**src/rtl/regfile_port_arbiter.sv**
```systemverilog
// regfile_port_arbiter
// Shares the two read ports and the single write port of a 32x16 register file
// among NUM_REQ requesters. Reads and writes each use their own round-robin pointer.
// A read response has one cycle of latency. It is returned on a shared bus, tagged
// one-hot with the requester that owns it, and is held until that requester accepts it.
// Optional feature macro: REGFILE_ARB_BYPASS_EN. When it is defined, a write granted
// in the same cycle as a read to the same index is forwarded into the read response.

module regfile_port_arbiter #(
   parameter int NUM_REQ = 2,
   parameter int DATA_W  = 16,
   parameter int IDX_W   = 5
) (
   input  logic                      clk,
   input  logic                      reset,
   input  logic [NUM_REQ-1:0]        rd_req,
   input  logic [NUM_REQ*IDX_W-1:0]  rd_idx_a,
   input  logic [NUM_REQ*IDX_W-1:0]  rd_idx_b,
   output logic [NUM_REQ-1:0]        rd_gnt,
   output logic [NUM_REQ-1:0]        rd_rsp_valid,
   input  logic [NUM_REQ-1:0]        rd_rsp_ready,
   output logic [DATA_W-1:0]         rd_rsp_data_a,
   output logic [DATA_W-1:0]         rd_rsp_data_b,
   input  logic [NUM_REQ-1:0]        wr_req,
   input  logic [NUM_REQ*IDX_W-1:0]  wr_idx,
   input  logic [NUM_REQ*DATA_W-1:0] wr_data,
   output logic [NUM_REQ-1:0]        wr_gnt,
   output logic                      rf_r_en_a,
   output logic                      rf_r_en_b,
   output logic [IDX_W-1:0]          rf_r_idx_a,
   output logic [IDX_W-1:0]          rf_r_idx_b,
   input  logic [DATA_W-1:0]         rf_r_data_a,
   input  logic [DATA_W-1:0]         rf_r_data_b,
   output logic                      rf_w_en,
   output logic [IDX_W-1:0]          rf_w_idx,
   output logic [DATA_W-1:0]         rf_w_data
);

   localparam int PTR_W = (NUM_REQ > 2) ? 2 : 1;

   logic [PTR_W-1:0] rd_ptr;
   logic [PTR_W-1:0] wr_ptr;
   logic [PTR_W-1:0] rd_ptr_nxt;
   logic [PTR_W-1:0] wr_ptr_nxt;
   logic             rd_stall;

   // Rotate the requests so that ptr lands at bit 0, keep the lowest set bit,
   // then rotate that bit back into place. The two halves of the double-width
   // word are ORed to handle the wrap past the top requester.
   function automatic logic [NUM_REQ-1:0] rr_pick(input logic [NUM_REQ-1:0] req,
                                                  input logic [PTR_W-1:0]   ptr);
      logic [2*NUM_REQ-1:0] dbl;
      logic [2*NUM_REQ-1:0] placed;
      logic [NUM_REQ-1:0]   rot;
      logic [NUM_REQ-1:0]   first;
      dbl    = {req, req} >> ptr;
      rot    = dbl[NUM_REQ-1:0];
      first  = rot & (~rot + NUM_REQ'(1));
      placed = {{NUM_REQ{1'b0}}, first} << ptr;
      return placed[NUM_REQ-1:0] | placed[2*NUM_REQ-1:NUM_REQ];
   endfunction

   // A held response whose owner is not ready blocks new reads, so the register
   // file keeps its output and the response stays stable.
   assign rd_stall = |(rd_rsp_valid & ~rd_rsp_ready);

   // Grants are combinational and forced to zero while reset is asserted.
   always_comb begin
      rd_gnt = '0;
      wr_gnt = '0;
      if (reset) begin
         if (!rd_stall) begin
            rd_gnt = rr_pick(rd_req, rd_ptr);
         end
         wr_gnt = rr_pick(wr_req, wr_ptr);
      end
   end

   // Steer the granted requester onto the register file ports and work out where
   // each pointer moves next. Idle ports drive zeros.
   always_comb begin
      rf_r_idx_a = '0;
      rf_r_idx_b = '0;
      rf_w_idx   = '0;
      rf_w_data  = '0;
      rd_ptr_nxt = rd_ptr;
      wr_ptr_nxt = wr_ptr;
      for (int i = 0; i < NUM_REQ; i++) begin
         if (rd_gnt[i]) begin
            rf_r_idx_a = rd_idx_a[i*IDX_W +: IDX_W];
            rf_r_idx_b = rd_idx_b[i*IDX_W +: IDX_W];
            rd_ptr_nxt = PTR_W'((i + 1) % NUM_REQ);
         end
         if (wr_gnt[i]) begin
            rf_w_idx   = wr_idx[i*IDX_W +: IDX_W];
            rf_w_data  = wr_data[i*DATA_W +: DATA_W];
            wr_ptr_nxt = PTR_W'((i + 1) % NUM_REQ);
         end
      end
   end

   assign rf_r_en_a = |rd_gnt;
   assign rf_r_en_b = |rd_gnt;
   assign rf_w_en   = |wr_gnt;

   // Pointers advance past each granted requester. A response is loaded in the
   // cycle after its grant. Whenever the bus is not stalled it is replaced by the
   // new grant, or it clears if there is no new grant.
   always_ff @(posedge clk or negedge reset) begin
      if (!reset) begin
         rd_ptr       <= '0;
         wr_ptr       <= '0;
         rd_rsp_valid <= '0;
      end else begin
         if (|rd_gnt) begin
            rd_ptr <= rd_ptr_nxt;
         end
         if (|wr_gnt) begin
            wr_ptr <= wr_ptr_nxt;
         end
         if (!rd_stall) begin
            rd_rsp_valid <= rd_gnt;
         end
      end
   end

`ifdef REGFILE_ARB_BYPASS_EN
   logic              byp_a;
   logic              byp_b;
   logic [DATA_W-1:0] byp_data_a;
   logic [DATA_W-1:0] byp_data_b;
   logic              hit_a;
   logic              hit_b;

   assign hit_a = rf_r_en_a && rf_w_en && (rf_r_idx_a == rf_w_idx);
   assign hit_b = rf_r_en_b && rf_w_en && (rf_r_idx_b == rf_w_idx);

   // Capture write data that collides with a read granted in the same cycle. The
   // flags follow the response: they hold through a stall and are rewritten
   // whenever the bus moves on.
   always_ff @(posedge clk or negedge reset) begin
      if (!reset) begin
         byp_a      <= 1'b0;
         byp_b      <= 1'b0;
         byp_data_a <= '0;
         byp_data_b <= '0;
      end else if (!rd_stall) begin
         byp_a <= hit_a;
         byp_b <= hit_b;
         if (hit_a) begin
            byp_data_a <= rf_w_data;
         end
         if (hit_b) begin
            byp_data_b <= rf_w_data;
         end
      end
   end

   assign rd_rsp_data_a = byp_a ? byp_data_a : rf_r_data_a;
   assign rd_rsp_data_b = byp_b ? byp_data_b : rf_r_data_b;
`else
   assign rd_rsp_data_a = rf_r_data_a;
   assign rd_rsp_data_b = rf_r_data_b;
`endif

endmodule

```
**config.mk**
```make
export PLATFORM = sky130hd
export DESIGN_NAME = regfile_port_arbiter
export DESIGN_NICKNAME = d
export VERILOG_FILES = /design/src/rtl/regfile_port_arbiter.sv
export SDC_FILE = /design/constraint.sdc
export NUM_CORES = 1
export LEC_CHECK = 0
export CORE_UTILIZATION = 18
export DETAILED_ROUTE_END_ITERATION = 16
export MAX_ROUTING_LAYER = met4
export PLACE_DENSITY = 0.76
export SKIP_LAST_GASP = 1
export SYNTH_ARGS = -nofsm -noshare
export SYNTH_HDL_FRONTEND = slang
export SYNTH_SLANG_ARGS = --single-unit
export TNS_END_PERCENT = 30
```
**constraint.sdc**
```tcl
create_clock -name clk -period 1.3 [get_ports clk]
set_input_delay 0.26 -clock clk [delete_from_list [all_inputs] [get_ports clk]]
set_output_delay 0.26 -clock clk [all_outputs]
set_load 0.02 [all_outputs]
```
==> flow_metrics.env <==
export IMPL_die_h_um=74.3
export IMPL_setup_viol=40
export IMPL_wl_per_cell_um=14.8
export IMPL_synth_nets=222
export IMPL_status="finished with violations"
export IMPL_ant_nets=0
export IMPL_crit_chain="buf_4 > a21oi_4 > clkbuf_16 > a22o_1 > buf_6"
export IMPL_crit_arrival_ns=1.39
export IMPL_grt_max_degree=25
export IMPL_grt_ovfl_total=0
export IMPL_routed_via_count=1312
export IMPL_yosys_area_share_adder=0
export IMPL_synth_yosys_warnings=0
export IMPL_cap_violations=0
export IMPL_worstMarginPinSlew_ns=0.255
export IMPL_worst_clock_skew_ns=0.00820
export IMPL_start_util=0.193
export IMPL_hold_violations=0
export IMPL_cts_sinks=4
export IMPL_multi_input_area_um2=576
export IMPL_path_class="flop to output port"
export IMPL_cp_startpoint="wr_ptr"
export IMPL_finalCritPeriodShare=1.27
export IMPL_yosys_area_share_xor_xnor=0
export IMPL_first_iter_violations=57
export IMPL_synth_cell_types=26
export IMPL_dr_pass1_iters=4
export IMPL_fin_crit_ns=1.65
export IMPL_hold_class="input pin to asynchronous set/reset pin"
export IMPL_worstPathRequired_ns=1.04
export IMPL_relSlewSlack=0.830
export IMPL_synthSimpleGateAreaFrac=0.0930
export IMPL_core_mm2=0.00488
export IMPL_synthMuxAreaShare=0.0106
export IMPL_syn_area_um2=942
export IMPL_regArea_um2=103
export IMPL_cts_tree="yes"
export IMPL_numCtsBuffers=3
export IMPL_seq_area_frac_synth=0.106
export IMPL_synthToLayoutAreaGrowth_pct=129
export IMPL_nFillCells=507
export IMPL_postPlaceCellArea_mm2=0.00207
export IMPL_clkPwrFrac=0.183
export IMPL_n_antenna_cell=0
export IMPL_grt_pass1_vias=1274
export IMPL_stdcell_count=283
export IMPL_drv_slew=0
export IMPL_fin_nets=319
export IMPL_fmax_ghz=0.604
export IMPL_root_buffer="clkbuf_8"
export IMPL_rsz0062_at_grt="yes"
export IMPL_num_rows=25
export IMPL_ys_ff_latch=4
export IMPL_cp_end_kind="output port"
export IMPL_stdcell_area_mm2=0.00215
export IMPL_h_tree_depth=1
export IMPL_dp_cells=270
export IMPL_synth_compound_area_frac=0.436
export IMPL_r2r_start="rd_ptr"
export IMPL_crit_slowest_cell="dfrtp_1"
export IMPL_switchingPower_w=0.000565
export IMPL_clkTransAtPathRegs_ns=0.04
export IMPL_startpoint_type="flop"
export IMPL_track_usage=0.144
export IMPL_vias_per_cell=4.64
export IMPL_synth_top_family_by_area="compound AO/OA/AOI/OAI gates"
export IMPL_worstSkewPairLatency_ns=0.22
export IMPL_slowest_delay_ns=0.37
export IMPL_ir_drop_mv=0.314
export IMPL_leakagePower_nw=0.914
export IMPL_p_sw_frac=0.371
export IMPL_ios=174
export IMPL_powerDensity_mw_per_mm2=707
export IMPL_grt_pass1_wl_um=6090
export IMPL_critPathMaxFanout=12
export IMPL_antenna_found_initial=0
export IMPL_io_buffers=109
export IMPL_wirelength_um=4180
export IMPL_pwr_share_seq=0.111
export IMPL_syn_inst=120
export IMPL_gp_congestion=0.760
export IMPL_cts_buffer_depth=2
export IMPL_die_x_um=74.3
export IMPL_violations="setup timing"
export IMPL_comb_power_share=0.705
export IMPL_drive_above_1_share=0.412
export IMPL_fin_ws_ns=-0.354
export IMPL_place_hpwl_um=3110
export IMPL_intPower_w=0.000957
export IMPL_syn_area_per_cell_um2=7.85
export IMPL_drcViolationCount=0
export IMPL_die_area_mm2=0.00553
-- cells by family after synthesis --
kind of cell,Yosys count
muxes,1
DFF,4
buffers and inverters,47
AOI/OAI and AO/OA,50
and+or+nand+nor,18
-- power by group through the flow --
stage	combinational, W	sequential (W)	clock (W)
6_report	0.00107	0.000170	0.000279
5_1_grt	0.00114	0.000173	0.000307
4_1_cts	0.00104	0.000174	0.000292
3_5_place_dp	0.00105	0.000172	0
3_3_place_gp	0.00104	0.000171	0
2_1_floorplan	0.000592	0.000185	0
-- state kept, by name, indices dropped and copies added (netlist names) --
register      flops
rd_ptr            1
rd_rsp_valid      2
wr_ptr            1
-- worst max-delay path: cells and delay by family (launching register included) --
family | cells | cell delay [ns]
flip-flops | 1 | 0.37
AO/OA/AOI/OAI | 2 | 0.34
buffers and inverters | 3 | 0.46
-- metrics by stage --
step	TNS, ns	worst slack (ns)	hold WS, ns	util	power [W]
after floorplan	-0.426	-0.0454	-0.0356	-	0.000777
after global placement	-37.72	-0.985	0.476	0.424	0.00121
after detailed placement	-37.84	-1.00	0.471	0.424	0.00122
after CTS	-13.03	-0.366	0.160	0.431	0.00151
after global routing	-14.55	-0.407	0.0201	0.441	0.00162
final	-12.37	-0.354	0.0185	0.441	0.00152
-- Yosys cell counts (all sizes together) --
| library cell | n | area, um^2 |
|---|---|---|
| buf | 41 | 312 |
| a22o | 21 | 184 |
| a21oi | 12 | 82.6 |
| nand3 | 10 | 50.1 |
| o2111ai | 10 | 87.6 |
| dfrtp | 4 | 100 |
| clkbuf | 3 | 11.3 |
| inv | 3 | 11.3 |
| nand2 | 3 | 11.3 |
| nor2 | 2 | 7.51 |
| o21ai | 2 | 13.8 |
| a21o | 1 | 7.51 |
| and2 | 1 | 6.26 |
| mux2i | 1 | 10.0 |
| nand2b | 1 | 6.26 |
| o2111a | 1 | 11.3 |
| o211ai | 1 | 7.51 |
| o21bai | 1 | 7.51 |
| o22a | 1 | 8.76 |
| or2 | 1 | 6.26 |
-- area by class of cell --
class	count	share of cell area
clock buffers	4	0.0209
inverters	3	0.00523
multi-input cells	69	0.267
flip-flops and latches	4	0.0476
well taps	67	0.0389
repair buffers	136	0.620
-- repair_timing --
action,in CTS,in global routing
buffers inserted,4,2
pin swaps,8,2
hold buffers,1,0
cloned,1,1
hold endpoints to repair,1,0
setup endpoints to repair,43,42
gates resized for setup,184,11
-- per-layer routing --
layer | vias to the layer above | global-route usage | share of wire
met5 | - | - | 0
met4 | 0 | 0.0440 | 0.0091
met3 | 14 | 0.0352 | 0.080
met2 | 68 | 0.251 | 0.52
met1 | 612 | 0.163 | 0.39
li1 | 618 | - | -
-- final timing paths --
| path | end | slack, ns | cells after the start |
|---|---|---|---|
| worst max-delay path | rf_w_data[0] | -0.35 | 5 |
| worst min-delay path | rd_rsp_valid[0] | 0.02 | 2 |
| worst max register to register | rd_ptr | 0.02 | 5 |
| worst min register to register | rd_rsp_valid[0] | 0.61 | 2 |
| max in group asynchronous | wr_ptr | 0.75 | 2 |
| min in group clk | rd_rsp_data_a[11] | 0.52 | 0 |
-- cells in the final DEF, fill, tap and decap left out, types with 2 or more instances in the layout --
master / n
a21oi_2: 10
a21oi_4: 2
a22o_1: 21
buf_12: 6
buf_2: 14
buf_4: 24
buf_6: 15
clkbuf_8: 3
clkdlybuf4s15_2: 2
clkdlybuf4s50_1: 66
dfrtp_1: 2
dfrtp_2: 2
dlygate4sd2_1: 4
inv_2: 2
nand2_1: 2
nand3_1: 10
o2111ai_1: 10
(Power assumes the default switching activity.)
